$ cat src/rtl/ten_gig_mac_tx_arbiter.sv
// Packet-granular 2:1 round-robin arbiter in front of the 10G MAC TX stream input.
// Grant is held from first beat to tlast; the output beat is registered; packets are counted per port.
module ten_gig_mac_tx_arbiter #(
    parameter int unsigned P_DATA_W = 64,
    parameter int unsigned P_USER_W = 80,
    parameter int unsigned P_CNT_W  = 16
) (
    input  logic                  i_clk,
    input  logic                  i_rst,
    input  logic [P_DATA_W-1:0]   s0_axis_tdata,
    input  logic [P_USER_W-1:0]   s0_axis_tuser,
    input  logic [P_DATA_W/8-1:0] s0_axis_tkeep,
    input  logic                  s0_axis_tlast,
    input  logic                  s0_axis_tvalid,
    output logic                  s0_axis_tready,
    input  logic [P_DATA_W-1:0]   s1_axis_tdata,
    input  logic [P_USER_W-1:0]   s1_axis_tuser,
    input  logic [P_DATA_W/8-1:0] s1_axis_tkeep,
    input  logic                  s1_axis_tlast,
    input  logic                  s1_axis_tvalid,
    output logic                  s1_axis_tready,
    output logic [P_DATA_W-1:0]   m_axis_tdata,
    output logic [P_USER_W-1:0]   m_axis_tuser,
    output logic [P_DATA_W/8-1:0] m_axis_tkeep,
    output logic                  m_axis_tlast,
    output logic                  m_axis_tvalid,
    input  logic                  m_axis_tready,
    output logic [1:0]            o_grant,
    output logic [P_CNT_W-1:0]    o_pkt_cnt0,
    output logic [P_CNT_W-1:0]    o_pkt_cnt1
);

    typedef enum logic [1:0] {StIdle, StLock0, StLock1} state_t;

    state_t                state, state_next;
    logic                  rr, rr_next;  // 0 favours port 0 on a tie
    logic                  out_free;
    logic                  acc0, acc1, acc;
    logic [P_DATA_W-1:0]   beat_data;
    logic [P_USER_W-1:0]   beat_user;
    logic [P_DATA_W/8-1:0] beat_keep;
    logic                  beat_last;

    // Output slot can take a new beat when empty or draining this cycle.
    assign out_free = ~m_axis_tvalid | m_axis_tready;

    always_comb begin
        s0_axis_tready = (state == StLock0) & out_free;
        s1_axis_tready = (state == StLock1) & out_free;
        acc0           = s0_axis_tvalid & s0_axis_tready;
        acc1           = s1_axis_tvalid & s1_axis_tready;
        acc            = acc0 | acc1;
        if (state == StLock1) begin
            beat_data = s1_axis_tdata;
            beat_user = s1_axis_tuser;
            beat_keep = s1_axis_tkeep;
            beat_last = s1_axis_tlast;
        end else begin
            beat_data = s0_axis_tdata;
            beat_user = s0_axis_tuser;
            beat_keep = s0_axis_tkeep;
            beat_last = s0_axis_tlast;
        end
    end

    always_comb begin
        state_next = state;
        rr_next    = rr;
        unique case (state)
            StIdle: begin
                if (s0_axis_tvalid && (!s1_axis_tvalid || !rr)) begin
                    state_next = StLock0;
                end else if (s1_axis_tvalid) begin
                    state_next = StLock1;
                end
            end
            StLock0: begin
                if (acc0 && s0_axis_tlast) begin
                    state_next = StIdle;
                    rr_next    = 1'b1;
                end
            end
            StLock1: begin
                if (acc1 && s1_axis_tlast) begin
                    state_next = StIdle;
                    rr_next    = 1'b0;
                end
            end
            default: state_next = StIdle;
        endcase
    end

    always_ff @(posedge i_clk or negedge i_rst) begin
        if (!i_rst) begin
            state         <= StIdle;
            rr            <= 1'b0;
            o_grant       <= 2'b00;
            m_axis_tdata  <= '0;
            m_axis_tuser  <= '0;
            m_axis_tkeep  <= '0;
            m_axis_tlast  <= 1'b0;
            m_axis_tvalid <= 1'b0;
            o_pkt_cnt0    <= '0;
            o_pkt_cnt1    <= '0;
        end else begin
            state   <= state_next;
            rr      <= rr_next;
            o_grant <= {state_next == StLock1, state_next == StLock0};
            if (acc) begin
                m_axis_tdata  <= beat_data;
                m_axis_tuser  <= beat_user;
                m_axis_tkeep  <= beat_keep;
                m_axis_tlast  <= beat_last;
                m_axis_tvalid <= 1'b1;
            end else if (m_axis_tready) begin
                m_axis_tvalid <= 1'b0;
            end
            if (acc0 && s0_axis_tlast) begin
                o_pkt_cnt0 <= o_pkt_cnt0 + P_CNT_W'(1);
            end
            if (acc1 && s1_axis_tlast) begin
                o_pkt_cnt1 <= o_pkt_cnt1 + P_CNT_W'(1);
            end
        end
    end

endmodule

$ cat config.mk
export PLATFORM = sky130hd
export DESIGN_NAME = ten_gig_mac_tx_arbiter
export DESIGN_NICKNAME = d
export VERILOG_FILES = /design/src/rtl/ten_gig_mac_tx_arbiter.sv
export SDC_FILE = /design/constraint.sdc
export NUM_CORES = 1
export LEC_CHECK = 0
export CAP_MARGIN = 20
export CORE_AREA = 2 2 194 196
export DETAILED_ROUTE_END_ITERATION = 10
export DIE_AREA = 0 0 196 198
export PLACE_DENSITY = 0.57
export SYNTH_ARGS = -nofsm -noshare
export SYNTH_HDL_FRONTEND = slang
export SYNTH_SLANG_ARGS = --single-unit
export TNS_END_PERCENT = 1
$ cat constraint.sdc
create_clock -name i_clk -period 2.5 [get_ports i_clk]
set_input_delay 0.25 -clock i_clk [delete_from_list [all_inputs] [get_ports i_clk]]
set_output_delay 0.25 -clock i_clk [all_outputs]
set_load 0.05 [all_outputs]
Word level (Yosys, flattened, before mapping). Cells that the tools add are included. W data, S select, Z words.

Register bits: 191. Input bits: 311. Output and inout bits: 190. Logic and storage cells: 49.

Add/subtract/negate cells: 2. Reduce and logical (&&, ||, !) cells: 10. Equality and inequality tests: 6. Bitwise operators: 7. Mux-type cells: 14.

Operator list (count): $mux W80 (1); $mux W64 (1); $add A16 B1 Y16 const B (2); $mux W2 (4); $mux W8 (1); $pmux W2 S3 (1); $mux W1 (5); $and A1 B1 Y1 (4); $eq A2 B1 Y1 const B (2); $eq A2 B2 Y1 const B (2); $ne A2 B1 Y1 const B (2); $reduce_bool A2 Y1 (2); $logic_and A1 B1 Y1 (3); $reduce_and A3 Y1 (1); $logic_not A1 Y1 (2); $logic_not A2 Y1 (1); $or A1 B1 Y1 (2); $pmux W1 S2 (1); $logic_or A1 B1 Y1 (1); $not A1 Y1 (1).

Longest topological paths before layout.
Depth after elaboration: 8. Gate-level depth with buffers: 9.

Worst setup path before layout. OpenSTA, ideal clock, no wires.

Kind: flip-flop to output port. Start point: register state[0]. End point: output s1_axis_tready. Arrival time: 1689 ps. Setup slack: 561 ps. Cell stages (with the launch flop): 7. Cells stage by stage: dfrtp_1 inv_1 ha_1 buf_2 buf_2 buf_2 and2_1.

Word-level cells in the longest chain between the ends: 2.

Ends and longest elaborated chain: start: declaration (RTL line 35) `state_t state, state_next;`; start signal: assignment (RTL line 95) `state <= StIdle;`; start signal: assignment (RTL line 106) `state <= state_next;`; $eq A2 B2 Y1 (RTL line 49) `s1_axis_tready = (state == StLock1) & out_free;`; $and A1 B1 Y1 (RTL line 49); end: declaration (RTL line 21) `output logic s1_axis_tready,`.

No other way between the ends.

Worst setup path in the final report. Same ends and word-level chain as after synthesis.

==> metrics.cfg <==
[run_status]
status = completed

[routing]
avgViaCountPerCell = 4.31
vias = 7770
drc = 0
routed_wl_um = 29800
wl_per_cell_um = 16.5
drtIter0Drc = 291
postRouteAntennaNets = 0
drtPass1Iterations = 6

[clock_network]
path_clk_slew_ns = 0.07
clock_sinks = 191
cts_tree = yes
clockRootBuffer = clkbuf_16
cts_resized = 0
cts_buffers = 17
h-tree-depth = 4
worstSkewPairLatency_ns = 0.45
clockBufferDepth = 2

[sta]
setup_viol = 0
hold_viol = 0
timing.slew.headroom = 0.617
finalCritPeriodShare = 0.849
tightest_slew_ns = 0.573
finalMaxSlewViolations = 0
max_freq_mhz = 471
period_needed_ns = 2.12
fin_tns_setup_ns = 0
rsz0062_at_grt = no
skew_ns = 0.0111

[floorplanning]
start_util = 0.238
die_width_um = 196
io_pins = 501
std_cell_rows = 71
dieArea_um2 = 38800
die_h_um = 198
coreArea_um2 = 37000

[worst_setup_path]
crit_fanout = 9
cp-start-kind = flop
slowest_delay_ns = 0.44
path_class = reg -> out
worst_ep_arrival_time_ns = 1.87
slowest_stage = dfrtp_1
cp.required_ns = 2.25
cp_cell_sequence = inv_1 -> ha_4 -> buf_4 -> and2_1 -> buf_12
critPathCaptureType = output port

[synthesis]
synth_top_area_frac = 0.543
synth_area_leader_cell = dfrtp_1
netlist_area_um2 = 8810
yosysSeqAreaShare = 0.543
synth_cell_types = 31
netlist_instances = 826
yosysWarnings = 0
avgSynthCellArea_um2 = 10.7
synth-seq-cells = 191
syn-num-nets = 1143
synth_area_leaders = dfrtp_1, mux2i_1, a21oi_1

[global_route]
grt_usage = 0.150
antenna_found_initial = 0
grt_max_degree = 95
grt_pass1_wl_um = 44200
grt_pass1_vias = 7736
grt_overflow_total = 0

[flow_run]
cap_viol_max_count = 0

[cells_and_area]
final_cells = 1801
drive_gt1_frac = 0.0490
antenna_cells = 0
final_nets = 1632
layout_commonest_cell = clkdlybuf4s50_1
syn_to_final_growth_pct = 70.4
post-route-util = 0.406
layout_common_cells = clkdlybuf4s50_1, dfrtp_1, nor2_1

[pwr]
total_power_mw = 19.9
p_per_area_nw_per_um2 = 1330
total_leakage_power_nw = 6.04
peakVddDrop_v = 0.000565

[min_path]
hold_class = in -> async

[place]
place_hpwl_um = 23400
placed_cells = 1769
io_buffer_count = 500
routabilityCongestion = 0.816

## cells in the mapped netlist
cell and n:
a21oi_1 153, a211oi_2 2, nor3b_2 1, nor3_1 6, nand3_4 1, nand3_1 12, xor2_1 11, nor4_1 1
o2bb2ai_1 1, a21oi_2 1, and3_1 5, and2_1 4, o211a_1 4, ha_1 6, dfrtp_1 191, nor2_1 159
buf_2 46, mux2i_1 154, buf_4 1, clkbuf_1 6, nand4_1 8, mux2_2 2, nor4_4 2, and4_1 2
inv_1 5, nor3b_1 3, nand2b_1 2, xnor2_1 19, nand2_1 14, o21ai_0 3, nor2b_1 1
## layout make-up
class | count | area, um2
Timing Repair Buffer | 523 | 5300
Multi-Input combinational cell | 577 | 3770
Tap cell | 474 | 593
Sequential cell | 191 | 4780
Clock inverter | 9 | 60.1
Fill cell | 3657 | 21900
Inverter | 5 | 18.8
Clock buffer | 22 | 484
## worst paths after layout
path,slack (ns),start,endpoint,depth (start not counted)
max,0.38,state[0],s1_axis_tready,5
max reg2reg,0.45,state[1],m_axis_tuser[63],8
min,0.25,i_rst,m_axis_tdata[33],2
min in group i_clk,0.43,s0_axis_tdata[28],m_axis_tdata[28],3
max in group asynchronous,1.53,i_rst,m_axis_tuser[58],3
min reg2reg,0.47,o_pkt_cnt1[15],o_pkt_cnt1[15],1
## report_power, final
part / total (mW) / leakage, nW / switching, mW / internal, mW
Sequential: 5.16 / 2.18 / 0.747 / 4.42
Combinational: 12.1 / 3.58 / 7.81 / 4.33
Clock: 2.58 / 0.276 / 1.21 / 1.37
## cells by family (layout without fill, tap and decap cells)
kind of cell	after synthesis	count (layout)	synth area share
flip-flops	191	191	0.543
buffers and inverters	58	559	0.0317
XOR/XNOR	30	30	0.0298
multiplexers	156	156	0.178
AND/OR/NAND/NOR	221	221	0.112
AO/OA/AOI/OAI	164	164	0.0980
adder cells (fa/ha/maj)	6	6	0.00852
## layer usage
metal | vias to the layer above | GRT usage | wire length, um
met5 | - | 0 | 0
met4 | 0 | 0.0480 | 390
met3 | 18 | 0.0378 | 1750
met2 | 238 | 0.263 | 15400
met1 | 3677 | 0.179 | 12300
li1 | 3837 | - | -
## critical path: cells and delay by family, from the launching register on
| family | cells | cell delay [ns] |
|---|---|---|
| AND/OR/NAND/NOR | 1 | 0.23 |
| flip-flops | 1 | 0.44 |
| adder cells (fa/ha/maj) | 1 | 0.24 |
| buffers and inverters | 3 | 0.53 |
## sequential cells by signal, indices dropped and copies added (netlist names)
signal and count:
m_axis_tuser 80, m_axis_tlast 1, state 2, o_pkt_cnt0 16
m_axis_tvalid 1, m_axis_tkeep 8, o_pkt_cnt1 16, rr 1
m_axis_tdata 64, o_grant 2
## timing repair
| item | in CTS | in global routing |
|---|---|---|
| hold buffers | 1 | 0 |
| hold endpoints to repair | 25 | 0 |
| setup buffers | 0 | 0 |
## metrics by stage
stage	area, um2	setup WS, ns	hold WS [ns]
floorplan	8810	0.561	-0.0456
global placement	14500	0.491	0.154
detailed placement	14500	0.457	0.152
CTS	15000	0.335	0.210
global route	15000	0.262	0.247
finish	15000	0.378	0.247
Power figures use the tool's default switching activity.
==> RTL edit 1 (config.mk and constraints unchanged) <==
Make the reset (`i_rst`) synchronous in one clocked block.
--- a/src/rtl/ten_gig_mac_tx_arbiter.sv
+++ b/src/rtl/ten_gig_mac_tx_arbiter.sv
@@ -92,3 +92,3 @@
 
-    always_ff @(posedge i_clk or negedge i_rst) begin
+    always_ff @(posedge i_clk) begin
         if (!i_rst) begin
Behaviour: differs if i_rst is asserted again (counterexample within 4 cycles, from zero or initial values and one cycle with i_rst low); with i_rst held inactive, the same outputs for 4 cycles.
==> RTL edit 1 against the unedited design <==
- area after synthesis down 3.6%
- final area down 3.2%
- non-clock buffer count down 11
- utilization down 1.3 points
- sequential share of layout area down 5.5 points
- critical endpoint is now m_axis_tuser[48]$_SDFFE_PN0P_
- setup slack worse by 110 ps
- sequential cell count unchanged
- routed wire length up 1.4%
Power is not compared: it rests on default switching activity, and its combinational part moved more than twofold at a synthesized area within 25%.
==> RTL edit 1: results (changes against the unedited design) <==
stage	metric	value	unit	change
clock_network	CTS Root Cell	clkbuf_16		
global_routing	pin count of the biggest net entering global routing	185		+95%
run_status	status	complete, no violations		
hold_path	Hold Path End	m_axis_tdata[46]$_SDFFE_PN0P_		
setup_path	worst setup path end	m_axis_tuser[48]$_SDFFE_PN0P_		
finish	fillers	3733		+2.1%
global_routing	antenna violations before repair	0		unchanged
logic_synthesis	Synth Area in Adders	0.00884		+0.000318
global_routing	first-pass GRT wire length	45000	um	+1.8%
place	dpl cell area	0.0140	mm^2	-3.3%
global_routing	GRT met3 Usage	0.0460		+0.00818
global_routing	grt met2 use	0.263		-0.000264
drt	DR iter-0 viols	240		-18%
global_routing	Global Route Usage Sum	0.150		about the same
timing	worst slew pin tran	864	ps	+291 ps
pwr	P_leak	0.00476	uW	
global_routing	met1 track demand over resource	0.175		-0.00461
logic_synthesis	area fraction in compound gates after synthesis	0.174		+0.0760
finish	Layout Nets	1675		+2.6%
place	dpl hpwl	23100	um	-1.2%
logic_synthesis	syn_nets	1221		+6.8%
logic_synthesis	mux contribution to synthesized area	0.184		+0.00633
logic_synthesis	Synth Area in XOR/XNOR	0.0113		-0.0185
pwr	Max VDD drop	0.454	mV	
setup_path	Critical Path Fanout Max	184		+175
logic_synthesis	Ys Warns	0		unchanged
setup_path	CP max stage delay	420	ps	-20 ps
logic_synthesis	EDFF count, synth	0		unchanged
timing	clk_skew	10.5	ps	-0.633 ps
hold_path	Hold Crit Start	s0_axis_tdata[46]		
drt	met2 wire len	15100	um	-1.7%
finish	share of cells above drive strength 1	0.0350		-0.0140
finish	Top Registers	m_axis_tuser x80, m_axis_tdata x64		
logic_synthesis	top post-synthesis cells by area	dfxtp_1 (45%), mux2i_1 (18%), a211oi_1 (14%)		
clock_network	post_cts resized	0		unchanged
drt	TritonRoute pass-1 iters	4		-2
drt	met3 wire length	2170	um	+24%
setup_path	WS Path Type	flip-flop to flip-flop		
hold_path	Worst Hold Class	input port to flip-flop		
drt	Max Used Layer	met4		
pwr	Combinational Power	4130	uW	
setup_path	Reg2Reg Depth	7		-1
global_routing	vias in the first global route	8012		+3.6%
logic_synthesis	synth unique cells	36		+16%
clock_network	# Post-CTS Setup Buffers	0		unchanged
setup_path	worst reg2reg startpoint	state[0]$_SDFF_PN0_		
logic_synthesis	Post-synth ARST share	0		-1.00
logic_synthesis	Synth top cells by count	dfxtp_1 (191), nor2_1 (168), a211oi_1 (156), mux2i_1 (156), clkbuf_1 (49)		
drt	M1 wire length	12500	um	+1.6%
place	PortBufs	500		unchanged
logic_synthesis	sequential fraction of the synthesis area	0.450		-0.0924
clock_network	TritonCTS Buffers	17		unchanged
drt	drt via density	4.49		+4.1%
place	RePlAce Congestion	0.748		-8.3%
setup_path	Slowest-stage cell, CP	buf_12		
setup_path	Arr. time, crit path	2590	ps	+720 ps
setup_path	Crit path depth	7		+2
setup_path	flop-to-flop setup slack	270	ps	-180 ps
drt	wire length per cell	16.4	um	-1.0%
==> RTL edit 1: changes by cell type after synthesis, moves of 16 or more <==
cell      delta
xnor2_1     -16
buf_2       -24
a21oi_1    -131
a211oi_1   +156
dfrtp_1    -191
dfxtp_1    +191
clkbuf_1    +43
==> RTL edit 1: cell type report <==
class                      instances  area, um^2  share of cell area
timing repair buffer             512        5190               0.357
tap                              474         593              0.0408
clock inverter                     7        51.3             0.00353
multi-input combinational        625        4330               0.298
clock buffer                      25         495              0.0341
inverter                          11        46.3             0.00319
sequential                       191        3820               0.263
==> RTL edit 1: per-stage QoR <==
stage,instances,power [uW],setup WS (ps),hold WS [ps],util
final,1845,10400,270,442,0.393
after global routing,1845,10900,54.5,433,0.393
after CTS,1845,10600,319,413,0.393
after floorplan,904,6250,509,391,-
after detailed placement,1813,7890,184,476,0.378
after global placement,1813,7860,296,464,0.378
==> RTL edit 2 (same settings) <==
Made on the original files. The parameter `P_CNT_W` goes from 16 to 24.
--- a/src/rtl/ten_gig_mac_tx_arbiter.sv
+++ b/src/rtl/ten_gig_mac_tx_arbiter.sv
@@ -5,3 +5,3 @@
     parameter int unsigned P_USER_W = 80,
-    parameter int unsigned P_CNT_W  = 16
+    parameter int unsigned P_CNT_W  = 24
 ) (
Ports: changed (resized o_pkt_cnt0 and o_pkt_cnt1); port bits go from 501 to 517. No check against the original RTL was run, so the function may have changed too.
==> RTL edit 2 against the unedited design <==
- largest cell class unchanged
- highest routed layer is now met5
- area after synthesis up 8.0%
- sequential share of layout area shrank 0.081 points
- count of clock-buffer cells in the layout is 12 higher
- final area rose by 8.7%
- power increased by 8.1%
- sequential cell count is 16 higher
- setup slack lost 170 ps
- routed wire length increased by 11%
==> RTL edit 2: results (changes against the unedited design) <==
stage	metric	value	unit	change
global_routing	Global Route Usage Sum	0.161		+0.0113
place	dpl cell area	0.0154	mm^2	+6.5%
place	RePlAce Congestion	0.779		-4.5%
pwr	P_leak	0.00652	uW	+7.9%
place	dpl cells	1854		+4.8%
finish	post-route design area	0.0163	mm^2	+8.7%
drt	drt via density	4.43		+2.7%
global_routing	pin count of the biggest net entering global routing	74		-22%
finish	clock buffer count	34		+55%
global_routing	vias in the first global route	8424		+8.9%
finish	multi-input gate count	621		+7.6%
place	PortBufs	516		+3.2%
drt	TritonRoute pass-1 iters	4		-2
timing	Slew headroom	0.557		-0.0598
global_routing	first-pass GRT wire length	48800	um	+10%
clock_network	clk sink count	207		+8.4%
logic_synthesis	sequential fraction of the synthesis area	0.545		+0.00205
setup_path	Arr. time, crit path	2040	ps	+170 ps
pwr	Comb pwr share	0.565		-0.045
logic_synthesis	top post-synthesis cells by area	dfrtp_1 (54%), mux2i_1 (16%), a21oi_1 (8.2%)		
pwr	PD cells	1320	mW/mm^2	-0.47%
timing	Fmax	437	MHz	-7.4%
pwr	internal power	11500	uW	+14%
pwr	Max VDD drop	0.708	mV	+25%
setup_path	Critical Path Fanout Max	13		+4
run_status	status	complete, no violations		
finish	buffering overhead	0.339		-0.0146
clock_network	number of H-tree levels	1		-3
finish	Antenna Cells	1		+1
setup_path	CP max stage delay	410	ps	-30 ps
logic_synthesis	synth unique cells	39		+26%
pwr	Clk pwr share	0.182		+0.052
logic_synthesis	syn_nets	1207		+5.6%
finish	fraction of area in multi-input gates	0.250		-0.00128
setup_path	worst reg2reg startpoint	state[0]$_DFF_PN0_		
==> RTL edit 2: changes by cell type after synthesis, sizes merged, moves of 3 or more <==
cell / change
clkbuf: +14
xnor2: +19
nand2: +4
and3: +3
nand3: +7
nand4: +10
o211a: -4
buf: -13
dfrtp: +16
nor4: +3
inv: +3
nor3b: -4
and4: +4
xor2: -3
==> RTL edit 2: layer usage <==
metal,GRT usage,vias to the layer above,part of all wire
li1,-,4136,-
met2,0.290,338,0.50
met1,0.191,3909,0.40
met3,0.0450,33,0.084
met4,0.0345,2,0.014
met5,0,-,0.00039
==> RTL edit 2: repair_timing <==
action,in CTS,in global routing
setup endpoints to repair,0,1
gates resized for setup,0,1
hold buffers,1,0
endpoints found under the hold margin,67,0
==> RTL edit 2: cell families after synthesis <==
logic type	share of synthesized area
fa+ha+maj	0.00789
flops	0.545
mux	0.165
xor+xnor	0.0424
buf+inv	0.0296
compound gates	0.0884
simple gates	0.122
